`src/rtl/vram_access_scheduler.sv`:
```
// vram_access_scheduler: arbitrates one RAM port between the MEM-stage CPU access and a
// bulk sweep that streams words 0..NUM_WORDS-1 out for the crypto/VGA path. Sweep bursts
// are capped at SWEEP_BURST reads while the CPU waits, so the pipeline is never starved.
// Optional: define VRAM_STALL_COUNT_EN to add the stall_cycles counter output.
module vram_access_scheduler #(
  parameter int unsigned ADDR_W      = 17,
  parameter int unsigned DATA_W      = 32,
  parameter int unsigned NUM_WORDS   = 76800,
  parameter int unsigned SWEEP_BURST = 16
) (
  input  logic              clk,
  input  logic              reset,
  input  logic              cpu_req,
  input  logic              cpu_we,
  input  logic [ADDR_W-1:0] cpu_addr,
  input  logic [DATA_W-1:0] cpu_wdata,
  output logic              cpu_stall,
  output logic [DATA_W-1:0] cpu_rdata,
  output logic              cpu_rvalid,
  input  logic              xfer_start,
  output logic              xfer_busy,
  output logic              xfer_done,
`ifdef VRAM_STALL_COUNT_EN
  output logic [15:0]       stall_cycles,
`endif
  output logic [ADDR_W-1:0] mem_addr,
  output logic              mem_wren,
  output logic [DATA_W-1:0] mem_wdata,
  input  logic [DATA_W-1:0] mem_q,
  output logic [DATA_W-1:0] stream_data,
  output logic [ADDR_W-1:0] stream_addr,
  output logic              stream_valid
);

  localparam int unsigned BurstW = $clog2(SWEEP_BURST + 1);
  localparam logic [ADDR_W-1:0] LastAddr = ADDR_W'(NUM_WORDS - 1);
  localparam logic [BurstW-1:0] BurstMax = BurstW'(SWEEP_BURST);

  typedef enum logic [1:0] {StIdle, StSweep, StDrain} state_e;

  state_e            state_q;
  logic [ADDR_W-1:0] sweep_addr_q;
  logic [BurstW-1:0] burst_cnt_q;
  logic              xfer_start_q;
  logic [ADDR_W-1:0] mem_addr_q;
  logic              cpu_rvalid_q;
  logic              stream_valid_q;
  logic [ADDR_W-1:0] stream_addr_q;
  logic              xfer_done_q;

  logic start_edge;
  logic cpu_grant;
  logic sweep_rd;
  logic last_rd;

  // Slot decode: who owns the RAM port this cycle, and what the port carries.
  always_comb begin
    start_edge = xfer_start & ~xfer_start_q;
    cpu_grant  = 1'b0;
    sweep_rd   = 1'b0;
    unique case (state_q)
      StIdle, StDrain: cpu_grant = cpu_req;
      StSweep: begin
        if (!xfer_start) begin
          // Abort cycle: no sweep read, port is free for the CPU.
          cpu_grant = cpu_req;
        end else if (cpu_req && (burst_cnt_q == BurstMax)) begin
          cpu_grant = 1'b1;
        end else begin
          sweep_rd = 1'b1;
        end
      end
      default: ;
    endcase
    last_rd = sweep_rd && (sweep_addr_q == LastAddr);

    mem_addr  = mem_addr_q;
    mem_wren  = 1'b0;
    mem_wdata = '0;
    if (cpu_grant) begin
      mem_addr = cpu_addr;
      mem_wren = cpu_we;
      if (cpu_we) mem_wdata = cpu_wdata;
    end else if (sweep_rd) begin
      mem_addr = sweep_addr_q;
    end
  end

  assign cpu_stall    = cpu_req & ~cpu_grant;
  assign xfer_busy    = (state_q == StSweep) || (state_q == StDrain);
  assign xfer_done    = xfer_done_q;
  assign cpu_rvalid   = cpu_rvalid_q;
  assign stream_valid = stream_valid_q;
  assign stream_addr  = stream_addr_q;
  // mem_q is only meaningful the cycle after a read; keep the outputs clean otherwise.
  assign cpu_rdata    = cpu_rvalid_q ? mem_q : '0;
  assign stream_data  = stream_valid_q ? mem_q : '0;

  // Scheduler FSM plus the registered return-path strobes.
  always_ff @(posedge clk) begin
    if (reset) begin
      state_q        <= StIdle;
      sweep_addr_q   <= '0;
      burst_cnt_q    <= '0;
      xfer_start_q   <= 1'b0;
      mem_addr_q     <= '0;
      cpu_rvalid_q   <= 1'b0;
      stream_valid_q <= 1'b0;
      stream_addr_q  <= '0;
      xfer_done_q    <= 1'b0;
    end else begin
      xfer_start_q   <= xfer_start;
      mem_addr_q     <= mem_addr;
      cpu_rvalid_q   <= cpu_grant & ~cpu_we;
      stream_valid_q <= sweep_rd;
      xfer_done_q    <= 1'b0;
      if (sweep_rd) stream_addr_q <= sweep_addr_q;
      unique case (state_q)
        StIdle: begin
          if (start_edge) begin
            state_q      <= StSweep;
            sweep_addr_q <= '0;
            burst_cnt_q  <= '0;
          end
        end
        StSweep: begin
          if (!xfer_start) begin
            state_q <= StIdle;
          end else if (cpu_grant) begin
            burst_cnt_q <= '0;
          end else begin
            if (burst_cnt_q != BurstMax) burst_cnt_q <= burst_cnt_q + BurstW'(1);
            if (last_rd) begin
              state_q <= StDrain;
            end else begin
              sweep_addr_q <= sweep_addr_q + ADDR_W'(1);
            end
          end
        end
        StDrain: begin
          state_q     <= StIdle;
          xfer_done_q <= 1'b1;
        end
        default: state_q <= StIdle;
      endcase
    end
  end

`ifdef VRAM_STALL_COUNT_EN
  logic [15:0] stall_cnt_q;

  // Saturating count of stalled cycles, restarted by each new transfer request.
  always_ff @(posedge clk) begin
    if (reset || start_edge) begin
      stall_cnt_q <= '0;
    end else if (cpu_stall && (stall_cnt_q != 16'hFFFF)) begin
      stall_cnt_q <= stall_cnt_q + 16'd1;
    end
  end

  assign stall_cycles = stall_cnt_q;
`else
  // No stall counter in this build.
`endif

endmodule

```
`config.mk`:
```
export PLATFORM = sky130hd
export DESIGN_NAME = vram_access_scheduler
export DESIGN_NICKNAME = d
export VERILOG_FILES = /design/src/rtl/vram_access_scheduler.sv
export SDC_FILE = /design/constraint.sdc
export NUM_CORES = 1
export LEC_CHECK = 0
export ABC_CLOCK_PERIOD_IN_PS = 4300
export CAP_MARGIN = 30
export CORE_ASPECT_RATIO = 0.5
export CORE_MARGIN = 1
export CORE_UTILIZATION = 41
export DETAILED_ROUTE_END_ITERATION = 16
export GPL_TIMING_DRIVEN = 0
export PLACE_DENSITY = 0.87
export SLEW_MARGIN = 20
export SYNTH_ARGS = -nofsm -noshare
export SYNTH_HDL_FRONTEND = slang
export SYNTH_SLANG_ARGS = --single-unit
```
`constraint.sdc`:
```
create_clock -name clk -period 4.3 [get_ports clk]
set_clock_uncertainty 0.1 [all_clocks]
set_input_delay 0.86 -clock clk [delete_from_list [all_inputs] [get_ports clk]]
set_output_delay 0.86 -clock clk [all_outputs]
set_load 0.01 [all_outputs]
```
==> After elaboration in Yosys (flattened, before gate mapping) <==
Cells that the tools add are included.
{ "totals": {"ff_bits": 62, "input_bits": 86, "output_inout_bits": 136, "elab_cells": 67} }
{ "op_classes": {"addsub": 2, "n_eq_ne": 12, "muxes": 29, "bitwise": 6, "n_reduce_logical": 9} }
{ "ops": {"columns": ["cell", "n"], "rows": [
  ["two-way mux 32 bit", 4],
  ["two-way mux 17 bit", 6],
  ["case mux 17 bit (2 select lines)", 1],
  ["two-way mux 5 bit", 4],
  ["adder 17 x 1 -> 17 bit, second input constant", 1],
  ["== test 17 bit, second input constant", 1],
  ["case mux 5 bit (2 select lines)", 1],
  ["two-way mux 2 bit", 4],
  ["!= test 2 bit, second input constant", 4],
  ["two-way mux 1 bit", 7],
  ["!= test 3 bit, second input constant", 2],
  ["adder 5 x 1 -> 5 bit, second input constant", 1],
  ["== test 5 bit, second input constant", 1],
  ["!= test 5 bit, second input constant", 1],
  ["AND reduction 5 bit", 1],
  ["case mux 2 bit (2 select lines)", 1],
  ["AND reduction 4 bit", 1],
  ["bitwise AND 1 bit", 3],
  ["!= test 3 x 2 -> 1 bit, second input constant", 1],
  ["NOT 1 bit", 3],
  ["AND reduction 3 bit", 1],
  ["== test 2 x 1 -> 1 bit, second input constant", 1],
  ["== test 2 bit, second input constant", 1],
  ["logical AND 1 bit", 2],
  ["other kinds (5)", 5]
]} }

==> Depth between registers and ports, before layout <==
{ "depth": {"depth_word": 10, "depth_mapped": 9, "depth_no_buf": 7} }

==> Least setup slack after synthesis <==
OpenSTA, ideal clock, no wires.
{ "synth_path": {"kind": "input -> output", "start": "input xfer_start", "end": "output mem_addr[10]", "arrival_ns": 2.114, "slack_ns": 1.226, "cell_stages": 5, "cell_sequence": "or3b_1 o211a_1 buf_2 clkbuf_1 o21ai_0"} }
{ "synth_between": {"elab_chain_cells": 4, "elab_cells_between_ends": 6} }
{ "synth_rtl": {"columns": ["item", "line", "source"], "rows": [
  ["start, declared", "20", "input logic xfer_start,"],
  ["two-way mux 1 bit", "64", "if (!xfer_start) begin"],
  ["two-way mux 1 bit", "61", "unique case (state_q)"],
  ["two-way mux 17 bit", "84", "end else if (sweep_rd) begin"],
  ["two-way mux 17 bit *", "80", "if (cpu_grant) begin"],
  ["end, declared", "26", "output logic [ADDR_W-1:0] mem_addr,"]
]} }
Mark *: on every way between the ends. The rest lies on a longest branch, timed or not.

==> Worst setup path after layout <==
{ "layout_path": {"start": "register state_q[0]", "end": "output mem_addr[13]"} }
{ "layout_between": {"elab_chain_cells": 4, "elab_cells_between_ends": 8} }
{ "layout_rtl": {"columns": ["item", "line", "source"], "rows": [
  ["start, declared", "41", "state_e state_q;"],
  ["start signal, assigned", "102", "state_q <= StIdle;"],
  ["start signal, assigned", "121", "state_q <= StSweep;"],
  ["start signal, assigned", "128", "state_q <= StIdle;"],
  ["== test 2 bit, or another cell as far along", "61", null],
  ["OR reduction 2 bit or two-way mux 1 bit (tied branches)", "61", null],
  ["case mux 1 bit (2 select lines) or two-way mux 17 bit (tied branches)", "61, 84", null],
  ["two-way mux 17 bit *", "80", null]
]} }
Marked as above.

==> run metrics <==
async set-reset flop share out of synthesis=0%; ANT nets after route=0; die height=68.6 um; WHS Path Cells=2; most frequent cells in the layout=clkdlybuf4s50_1, nand2_1, and2_1, dfxtp_1, and3_1; VDD IR-drop max=0.203 mV; dpl cells=804; Layout area overhead=74.6%; WP data arrival=2.97 ns; worst slew pin tran=0.719 ns; HPWL Detailed=10600 um; Storage cell area=1240 sq um; hold buffer count at CTS=0; Reg2Reg Depth=8; Hold Path Class=reg2reg; antenna violations before repair=0; Synth Flop Type=dfxtp_1; Distinct cells, synth=54; DIE AREA=9280 sq um; Yosys top cell area share=34.1%; largest net degree at the start of global routing=13; min cycle time layout=3.93 ns; CP max stage delay=0.57 ns; gr usage total=29.2%; Slew Limit Fails=0; routed vias=4419; row count=23; total congestion overflow=0; EDFF count, synth=0; CP max-delay cell=clkdlybuf4s50_1; internal power=1.37 mW; Power Density=295 nW/um^2; outcome=complete, no violations; switching portion of total power=27.2%; Clk pin slew, worst setup/hold paths=0.06 ns; CP startpoint=state_q[0]$_SDFFE_PP0P_; Slew headroom=52.0%; TritonCTS clock tree=yes; FF-to-FF End=sweep_addr_q[15]$_SDFFE_PP0P_; startpoint class of the critical path=flop; nature of the critical path endpoint=output pin; vias per inst=5.39; Clock Sinks=62; Filler cells=596; Clock power frac=42.9%; P_leak=2.40 nW; vias in the first global route=3976; worst hold start=stream_addr[7]$_SDFFE_PP0P_; CTS max path bufs=2; commonest non-fill, non-tap cell in the layout=clkdlybuf4s50_1; drt drc=0; Ys Warns=0; Worst path most repeated cell=clkbuf_4; Skew-Pair Late Insertion Delay=0.33 ns; r2r startpoint=state_q[0]$_SDFFE_PP0P_; combinational share of power=25.0%; mapped cell area=3640 sq um; drt wl/cell=17.0 um; Hold Crit Endpoint=stream_addr[7]$_SDFFE_PP0P_; critical path cell sequence=inv_1, ha_1, or3b_1, o211a_1, clkbuf_4, clkbuf_4, o21ai_1, clkdlybuf4s50_1; Root Buffer=clkbuf_16; critical path type=reg2out; Seq pwr share=32.1%; Crit Path Max Fanout=10; Post-CTS Setup Inserts=0; Finished Layout Cells=820; drt pass-1 iters=9; crit share post-route=91.3%; final hold vios=0; first-pass GRT wire length=20500 um; Iteration-0 DRC Markers=337; syn nets=564; IO Pins=222; nets@finish=796; chip width=135 um; Core Region=8290 sq um; leading area contributor after synthesis=dfxtp_1; TritonCTS Buffers=9; R2R Setup Slk=1.63 ns; Place WS=-0.136 ns; layout cells sized above 1=4.80%; H-tree depth=3; CP Data Required Time=3.34 ns; setup violators final=0; RSZ-0062 raised after global routing=no; Routed WL=13900 um; NetSw=0.509 mW; Max-Cap Viols=0; Final Wtd Congestion=0.909; Area contributors post-synth=dfxtp_1, and2_1, nand2_1; Final Cell Area=6360 sq um; Mapped Cells=471; initial core utilization=43.9%; Tot Pwr=1.87 mW; DP Area=5990 sq um; sequential area share after synthesis=34.1%; ant diodes=0; Final WS setup=0.374 ns; syn avg cell area=7.73 sq um; FF+latch count, synth=62; Multi-input gate area=2250 sq um; I/O Buffers=221; Fmax=255 MHz
## registers in the layout (all words and copies together) (netlist names)
signal,flops
sweep_addr_q,17
cpu_rvalid,1
stream_valid,1
xfer_done,1
state_q,2
xfer_start_q,1
burst_cnt_q,5
stream_addr,17
mem_addr_q,17
## what timing repair did
item                                    in CTS  in global routing
endpoints found under the setup margin      21                 48
pin swaps                                    0                  0
gates resized for setup                     12                 14
## Yosys cell counts, drive strengths merged, types with 4 or more instances
cell,instances
nand2,73
and2,67
dfxtp,62
and3,37
a21oi,28
clkbuf,27
o21ai,25
mux2i,20
nor2b,20
nor2,13
nand3,11
inv,9
a31oi,7
ha,7
buf,5
or3,5
nand4,4
o211ai,4
## worst max path at each step
stage / to / slack (ns) / cells past startpoint
after CTS: mem_addr[13] / -0.004 / 7
after global placement: mem_addr[13] / -0.12 / 7
after global routing: mem_addr[13] / 0.20 / 8
after floorplan: mem_addr[10] / 1.23 / 5
final: mem_addr[13] / 0.37 / 8
after detailed placement: mem_addr[11] / -0.14 / 7
## cell type report
cell class	instances	share of cell area [%]
clock buffers	10	3.76
well taps	112	2.20
inverters	9	0.531
clock inverters	6	1.46
repair buffers	221	34.8
flip-flops and latches	62	19.5
multi-input cells	368	35.5
plain buffers	32	2.26
## power by group through the flow
stage | Combinational [mW] | Sequential, mW | Clock, mW
after global routing | 0.506 | 0.603 | 0.835
after global placement | 0.452 | 0.612 | 0
after CTS | 0.463 | 0.601 | 0.801
after floorplan | 0.203 | 0.611 | 0
after detailed placement | 0.457 | 0.613 | 0
final | 0.469 | 0.601 | 0.805
## worst max-delay path, delay by kind of cell, from the launching register on
kind	cells	cell delay, ns
AOI/OAI and AO/OA	2	0.48
adders and majority gates	1	0.27
buffers and inverters	4	1.08
DFF	1	0.38
and+or+nand+nor	1	0.42
## per-stage QoR
stage | hold slack, ns | utilization, % | setup TNS (ns)
final | 0.353 | 76.7 | 0
after global routing | 0.377 | 76.7 | 0
after CTS | 0.355 | 76.4 | -0.00406
after detailed placement | 0.345 | 72.3 | -1.46
after global placement | 0.344 | 72.3 | -1.27
after floorplan | 0.370 | - | 0
## routing by layer
layer / part of all wire, % / up-vias / GRT usage (%)
met5: 0 / - / 0
met4: 2.4 / 0 / 7.72
met3: 11 / 43 / 10.2
met2: 47 / 272 / 50.7
met1: 40 / 1992 / 35.0
li1: - / 2112 / -
## kinds of logic (layout without fill, tap and decap cells)
logic type      Yosys count  count (layout)  synth area share [%]
compound gates           90              90                  15.8
mux                      20              20                  5.50
buf+inv                  41             278                  4.47
fa+ha+maj                 7               7                  2.41
simple gates            251             251                  37.8
flops                    62              62                  34.1
Power figures use the tool's default switching activity.
